<file path="src/rtl/rom_stream_loader_verify.sv">
// rtl/rom_stream_loader_verify.sv - streams host words into memory with optional write-read-verify and retry
module rom_stream_loader_verify #(
    parameter int DATA_WIDTH    = 16,
    parameter int ADDRESS_WIDTH = 16,
    parameter int BASE_ADDRESS  = 0,
    parameter int MAX_WORDS     = 32768,
    parameter int RETRIES       = 2
) (
    input  logic                     clk,
    input  logic                     reset,
    input  logic                     load,
    input  logic [DATA_WIDTH-1:0]    input_data,
    input  logic                     finish,
    input  logic                     verify_en,
    output logic                     load_received,
    output logic                     ack,
    output logic                     mem_request,
    output logic                     mem_write_enable,
    output logic [ADDRESS_WIDTH-1:0] mem_address,
    output logic [DATA_WIDTH-1:0]    mem_write_data,
    input  logic [DATA_WIDTH-1:0]    mem_read_data,
    input  logic                     mem_busy,
    input  logic                     mem_initialized,
    output logic [ADDRESS_WIDTH-1:0] word_count,
    output logic                     done,
    output logic                     overflow,
    output logic                     verify_error,
    output logic [ADDRESS_WIDTH-1:0] error_address
);

    localparam int ATTEMPT_W = (RETRIES > 0) ? $clog2(RETRIES + 1) : 1;

    typedef enum logic [2:0] {
        S_IDLE,
        S_WR_REQ,
        S_WR_WAIT,
        S_RD_REQ,
        S_RD_WAIT,
        S_ACK,
        S_DONE
    } state_t;

    state_t               state, state_next;
    logic                 verify_q;
    logic [ATTEMPT_W-1:0] attempts;
    logic                 room;
    logic                 capture;
    logic                 overflow_hit;
    logic                 retry;
    logic                 fail;

    // Extra bit so MAX_WORDS == 2^ADDRESS_WIDTH still compares correctly
    assign room = {1'b0, word_count} < (ADDRESS_WIDTH + 1)'(MAX_WORDS);

    always_ff @(posedge clk) begin
        if (reset) state <= S_IDLE;
        else       state <= state_next;
    end

    always_comb begin
        state_next   = state;
        capture      = 1'b0;
        overflow_hit = 1'b0;
        retry        = 1'b0;
        fail         = 1'b0;
        case (state)
            S_IDLE: begin
                if (load) begin
                    if (!room) begin
                        overflow_hit = 1'b1;
                    end else if (mem_initialized) begin
                        capture    = 1'b1;
                        state_next = S_WR_REQ;
                    end
                end else if (finish) begin
                    state_next = S_DONE;
                end
            end
            S_WR_REQ:  if (mem_busy)  state_next = S_WR_WAIT;
            S_WR_WAIT: if (!mem_busy) state_next = verify_q ? S_RD_REQ : S_ACK;
            S_RD_REQ:  if (mem_busy)  state_next = S_RD_WAIT;
            S_RD_WAIT: begin
                if (!mem_busy) begin
                    if (mem_read_data == mem_write_data) begin
                        state_next = S_ACK;
                    end else if (attempts < ATTEMPT_W'(RETRIES)) begin
                        retry      = 1'b1;
                        state_next = S_WR_REQ;
                    end else begin
                        fail       = 1'b1;
                        state_next = S_ACK;
                    end
                end
            end
            S_ACK:   state_next = S_IDLE;
            S_DONE:  state_next = S_DONE;
            default: state_next = S_IDLE;
        endcase
    end

    assign mem_request      = (state == S_WR_REQ) || (state == S_RD_REQ);
    assign mem_write_enable = (state == S_WR_REQ);
    assign ack              = (state == S_ACK);
    assign done             = (state == S_DONE);

    always_ff @(posedge clk) begin
        if (reset) begin
            load_received  <= 1'b0;
            mem_address    <= '0;
            mem_write_data <= '0;
            verify_q       <= 1'b0;
            attempts       <= '0;
            word_count     <= '0;
            overflow       <= 1'b0;
            verify_error   <= 1'b0;
            error_address  <= '0;
        end else begin
            load_received <= capture;
            if (capture) begin
                mem_address    <= ADDRESS_WIDTH'(BASE_ADDRESS) + word_count;
                mem_write_data <= input_data;
                verify_q       <= verify_en;
            end
            if (overflow_hit) overflow <= 1'b1;
            if (retry)        attempts <= attempts + 1'b1;
            if (fail) begin
                verify_error <= 1'b1;
                if (!verify_error) error_address <= mem_address;
            end
            if (state == S_ACK) begin
                word_count <= word_count + 1'b1;
                attempts   <= '0;
            end
        end
    end

endmodule
</file>
<file path="config.mk">
export PLATFORM = sky130hd
export DESIGN_NAME = rom_stream_loader_verify
export DESIGN_NICKNAME = d
export VERILOG_FILES = /design/src/rtl/rom_stream_loader_verify.sv
export SDC_FILE = /design/constraint.sdc
export NUM_CORES = 1
export LEC_CHECK = 0
export CAP_MARGIN = 20
export CORE_ASPECT_RATIO = 1.4
export CORE_MARGIN = 5
export CORE_UTILIZATION = 48
export DETAILED_ROUTE_END_ITERATION = 16
export PLACE_DENSITY = 0.91
export SLEW_MARGIN = 20
export SYNTH_ARGS = -nofsm -noshare
export SYNTH_HDL_FRONTEND = slang
export SYNTH_SLANG_ARGS = --single-unit
</file>
<file path="constraint.sdc">
create_clock -name clk -period 5.4 [get_ports clk]
set_input_delay 1.35 -clock clk [delete_from_list [all_inputs] [get_ports clk]]
set_output_delay 1.35 -clock clk [all_outputs]
set_load 0.05 [all_outputs]
</file>
==> impl_metrics.yaml, run 1 <==
run_status:
  status: "complete, no violations"
setup_path:
  worst_setup_path_start_kind: "flop"
  path_delay_family: "buffers and inverters"
  worst-path-max-fanout: 13
  critical-path-max-stage-delay_ns: 0.89
  arrival_ns: 2.30
  critPathSlowestCell: "clkdlybuf4s50_1"
  end_kind: "primary output"
  crit_chain: "and3b_1 > clkdlybuf4s50_1"
  required_ns: 4.05
  worstSetupPathType: "reg2out"
  crit_buf_inv: 1
cells_and_area:
  post-route-util: 0.684
  nets: 507
  n_fill_cell: 497
  finish.instance_area_um2: 4440
  layout-drive-gt1-share: 0.0510
  area_growth_pct: 40.8
  num_antenna_cells: 0
pwr:
  ir_drop_mv: 0.188
  p_clk_frac: 0.341
  p_sw_frac: 0.283
  power.share.sequential: 0.487
  power_density_nw_per_um2: 267
  combinationalPowerShare: 0.172
  leakagePower_uw: 0.00142
  p_int_uw: 849
  p_switching_uw: 336
cts:
  clkSinkCount: 73
  ctsHoldBuffers: 0
  clk_path_buf_depth: 2
  clk_latency_ns: 0.35
  cts_tree: "built"
  htree_levels: 3
  cts_resized: 0
  cts_buffers: 9
  cts_root_buffer: "clkbuf_8"
  clk_pin_slew_ns: 0.07
  cts_setup_buffers: 0
yosys:
  ys_ff_latch: 73
  yosysWarningCount: 0
  synth_area_per_cell_um2: 8.58
  synth_cell_types: 37
  synth-main-ff-cell: "dfxtp_1"
  synth_fp_nets: 407
  synth_edf_count: 0
  seq_area_frac_synth: 0.464
  syn_area_um2: 3150
  syn_inst: 367
  synth-async-reset-ratio: 0
die:
  initial_utilization: 0.486
  dieHeight_um: 106
  core_area_um2: 6480
  die_w_um: 78.5
  die-area_um2: 8310
  core.rowCount: 35
  io_pins: 110
sta:
  fmax_mhz: 274
  fin_tns_setup_ns: 0
  setup_viol: 0
  period_needed_ns: 3.65
  slew_headroom: 0.565
  setup_slack_ns: 1.75
  holdWs_ns: 0.475
  grt_setup_unrepaired: "false"
  worst_slew_pin_slew_ns: 0.651
  final_hold_viol_count: 0
  drv_slew: 0
  fin_crit_sh: 0.676
  fin_skew_ns: 0.00977
placement:
  gp_congestion: 0.826
  dpl_cell_area_um2: 4250
  hpwl_um: 6100
  place_ws_ns: 1.97
  portBuffers: 109
route:
  viasPerCell: 5.19
  wl_per_cell_um: 15.3
  drc: 0
  vias: 2826
  drtPass1Iterations: 4
  final_antenna_net_count: 0
  drt-initial-drc-count: 166
  routed_wl_um: 8340
global_route:
  overflow: 0
  grt_pass1_wl_um: 13300
  grt_pass1_vias: 2796
  grt_max_degree: 63
  antenna_found_initial: 0
  grt_usage: 0.203
run:
  drv_cap: 0
worst_hold_path:
  hold_path.class: "reg2reg"
-- cells in the mapped netlist (2+ instances only) --
master | instances | area share
a211oi_1 | 2 | 0.0048
a21oi_1 | 39 | 0.062
and2_1 | 2 | 0.0040
and3_1 | 3 | 0.0060
buf_2 | 3 | 0.0048
clkbuf_1 | 17 | 0.020
dfxtp_1 | 73 | 0.46
inv_1 | 8 | 0.0095
mux2i_1 | 17 | 0.054
nand2_1 | 70 | 0.083
nand2b_1 | 32 | 0.064
nand3_1 | 2 | 0.0032
nand4_1 | 7 | 0.014
nor2_1 | 23 | 0.027
nor2b_1 | 4 | 0.0079
nor3_1 | 6 | 0.0095
nor3b_1 | 2 | 0.0048
nor4_1 | 2 | 0.0040
o21ai_0 | 6 | 0.0095
or3_1 | 5 | 0.0099
xnor2_1 | 25 | 0.069
xor2_1 | 4 | 0.011
-- cells by family after synthesis --
kind of cell	synth area share
DFF	0.464
xor gates and xnor gates	0.0806
AOI/OAI and AO/OA	0.104
and+or+nand+nor	0.253
buffers and inverters	0.0405
muxes	0.0540
adders and majority gates	0.00397
-- cells in the final DEF (no fill, tap or decap), drive strengths merged, types with 2 or more instances in the layout --
cell type / synthesis / routed
clkdlybuf4s50: 0 / 108
dfxtp: 73 / 73
nor4: 3 / 3
nor2: 23 / 23
xnor2: 25 / 25
nand3: 3 / 3
mux2i: 17 / 17
nand2: 70 / 70
clkinvlp: 0 / 3
buf: 5 / 3
nor3b: 2 / 2
inv: 8 / 8
and3: 3 / 3
nand2b: 32 / 32
and2: 2 / 2
or3: 5 / 5
a21oi: 39 / 39
o41ai: 2 / 2
nand4: 7 / 7
xor2: 4 / 4
nor2b: 4 / 4
a211oi: 2 / 2
nor3: 6 / 6
o21ai: 6 / 6
clkbuf: 17 / 10
-- tightest hold or removal path, delay by kind of cell (launching register included) --
family           cells  cell delay [ns]
flip-flops           1             0.32
AND/OR/NAND/NOR      1             0.06
AO/OA/AOI/OAI        1             0.05
-- through the flow --
step | total power [uW] | instances
floorplan | 720 | 367
global placement | 786 | 530
detailed placement | 793 | 530
CTS | 1190 | 545
global route | 1240 | 545
finish | 1190 | 545
-- per-layer routing --
layer  track usage  part of all wire  vias to the layer above
met4         0.111             0.036                        0
met5             0                 0                        -
met1         0.208              0.37                     1325
met2         0.383              0.55                       74
li1              -                 -                     1404
met3        0.0308             0.037                       23
-- flip-flops by register name (all words and copies together) (netlist names), 2 cells and up --
register / count
state: 3
mem_address: 16
word_count: 16
attempts: 2
error_address: 16
mem_write_data: 16
-- power groups by stage --
| stage | combinational, uW | sequential [uW] | clock [uW] |
|---|---|---|---|
| floorplan | 108 | 612 | 0 |
| global placement | 199 | 587 | 0 |
| detailed placement | 204 | 589 | 0 |
| CTS | 205 | 577 | 411 |
| global route | 219 | 579 | 437 |
| finish | 204 | 577 | 405 |
-- final timing paths --
| kind | from | endpoint | slack (ns) | cells after the start |
|---|---|---|---|---|
| setup / recovery | state[0] | ack | 1.75 | 2 |
| setup reg to reg | state[0] | word_count[8] | 3.32 | 4 |
| hold / removal | mem_address[0] | mem_address[0] | 0.48 | 2 |
| hold reg to reg | mem_address[0] | mem_address[0] | 0.48 | 2 |
-- area by class of cell --
| class | count | area (um^2) | area share |
|---|---|---|---|
| multi-input combinational | 264 | 1570 | 0.353 |
| inverter | 8 | 30.0 | 0.00677 |
| tap | 74 | 92.6 | 0.0209 |
| timing repair buffer | 111 | 1100 | 0.248 |
| clock inverter | 5 | 57.6 | 0.0130 |
| sequential | 73 | 1460 | 0.329 |
| clock buffer | 10 | 128 | 0.0288 |
No activity file was read; power rests on OpenSTA's default activity.
==> inputs of run 2 (changes only) <==
CORE_UTILIZATION = 45   (was 48)
PLACE_DENSITY = 0.87   (was 0.91)
clock period = 3.7 ns   (was 5.4 ns; I/O delays follow)
==> impl_metrics.yaml, run 2 (synthesis gave the netlist of run 1 again) <==
global_route:
  antenna_found_initial: 0
  overflow: 0
  grt_pass1_wl_um: 13000
  grt_usage: 0.189
  grt_pass1_vias: 2753
  grt_max_degree: 56
sta:
  fin_crit_sh: 0.865
  worst_slew_pin_slew_ns: 0.791
  slew_headroom: 0.473
  fin_tns_setup_ns: 0
  fin_skew_ns: 0.0120
  final_hold_viol_count: 0
  setup_slack_ns: 0.499
  holdWs_ns: 0.476
  drv_slew: 0
  setup_viol: 0
  period_needed_ns: 3.20
  grt_setup_unrepaired: "false"
  fmax_mhz: 312
pwr:
  power.share.sequential: 0.457
  p_clk_frac: 0.379
  ir_drop_mv: 0.271
  combinationalPowerShare: 0.165
  p_sw_frac: 0.266
  power_density_nw_per_um2: 407
  leakagePower_uw: 0.00147
  p_int_uw: 1350
  p_switching_uw: 490
cts:
  ctsHoldBuffers: 0
  clk_path_buf_depth: 2
  cts_setup_buffers: 0
  clk_latency_ns: 0.34
  cts_tree: "built"
  cts_root_buffer: "clkbuf_8"
  cts_buffers: 9
  clkSinkCount: 73
  clk_pin_slew_ns: 0.07
  cts_resized: 0
  htree_levels: 3
route:
  drc: 0
  routed_wl_um: 8150
  wl_per_cell_um: 14.3
  viasPerCell: 4.94
  drtPass1Iterations: 4
  final_antenna_net_count: 0
  drt-initial-drc-count: 167
  vias: 2813
cells_and_area:
  area_growth_pct: 43.6
  layout-drive-gt1-share: 0.0568
  regArea_um2: 1460
  n_fill_cell: 568
  nets: 510
  post-route-util: 0.657
  layout_common_cells: "clkdlybuf4s50_1 (108), dfxtp_1 (73), nand2_1 (70)"
  multi_input_area_um2: 1560
  num_antenna_cells: 0
  final_common_cell: "clkdlybuf4s50_1"
run_status:
  status: "complete, no violations"
worst_hold_path:
  hold_path.class: "reg2reg"
  hold_depth: 2
die:
  die-area_um2: 8800
  die_w_um: 80.7
  core.rowCount: 36
  initial_utilization: 0.457
  core_area_um2: 6890
  dieHeight_um: 109
  io_pins: 110
placement:
  hpwl_um: 6110
  place_ws_ns: 0.705
  portBuffers: 109
  gp_congestion: 0.831
setup_path:
  arrival_ns: 2.28
  worst-path-max-fanout: 13
  worst_setup_path_start_kind: "flop"
  required_ns: 2.77
  reg2reg_slack_ns: 1.66
  worstSetupPathType: "reg2out"
  rr_worst_depth: 5
  end_kind: "primary output"
run:
  drv_cap: 0
[run 2: cell count changes in the layout (fill, tap and decap cells not counted), sizes merged]
cell and delta:
buf +3, clkinvlp -2, bufinv +1, clkbuf +1, clkinv +1
[run 2: power groups by stage]
| stage | clock (uW) | sequential, uW | combinational, uW |
|---|---|---|---|
| final | 697 | 840 | 303 |
| after CTS | 710 | 840 | 306 |
| after detailed placement | 0 | 858 | 304 |
| after floorplan | 0 | 894 | 158 |
| after global placement | 0 | 857 | 298 |
| after global routing | 746 | 844 | 327 |
[run 2: path summary, 6_finish.rpt]
check | end | start
worst min-delay path | error_address[6] | error_address[6]
worst max register to register | word_count[15] | state[0]
worst min register to register | error_address[6] | error_address[6]
worst max-delay path | ack | state[0]
[run 2: routing by layer]
layer  vias up  wire (um)  track usage
met4         0        240       0.0894
li1       1416          -            -
met5         -          0            0
met3        19        272       0.0256
met2        71       4460        0.357
met1      1307       3170        0.204
[run 2: cell type report]
cell class                 instances  share of cell area
inverter                           8             0.00664
multi-input combinational        264               0.345
clock buffer                      11              0.0335
tap                               95              0.0263
sequential                        73               0.323
clock inverter                     5              0.0171
timing repair buffer             114               0.248
[run 2: metrics by stage]
| step | std cells | cell area (um^2) | power (uW) |
|---|---|---|---|
| 5_1_grt | 570 | 4520 | 1920 |
| 4_1_cts | 570 | 4520 | 1860 |
| 3_3_place_gp | 554 | 4300 | 1150 |
| 2_1_floorplan | 367 | 3150 | 1050 |
| 3_5_place_dp | 554 | 4300 | 1160 |
| 6_report | 570 | 4520 | 1840 |
[run 2: worst max-delay path: stages (launching register included)]
cell and delay [ns]:
dfxtp_1 0.54, and3b_1 0.51, clkdlybuf4s50_1 0.90
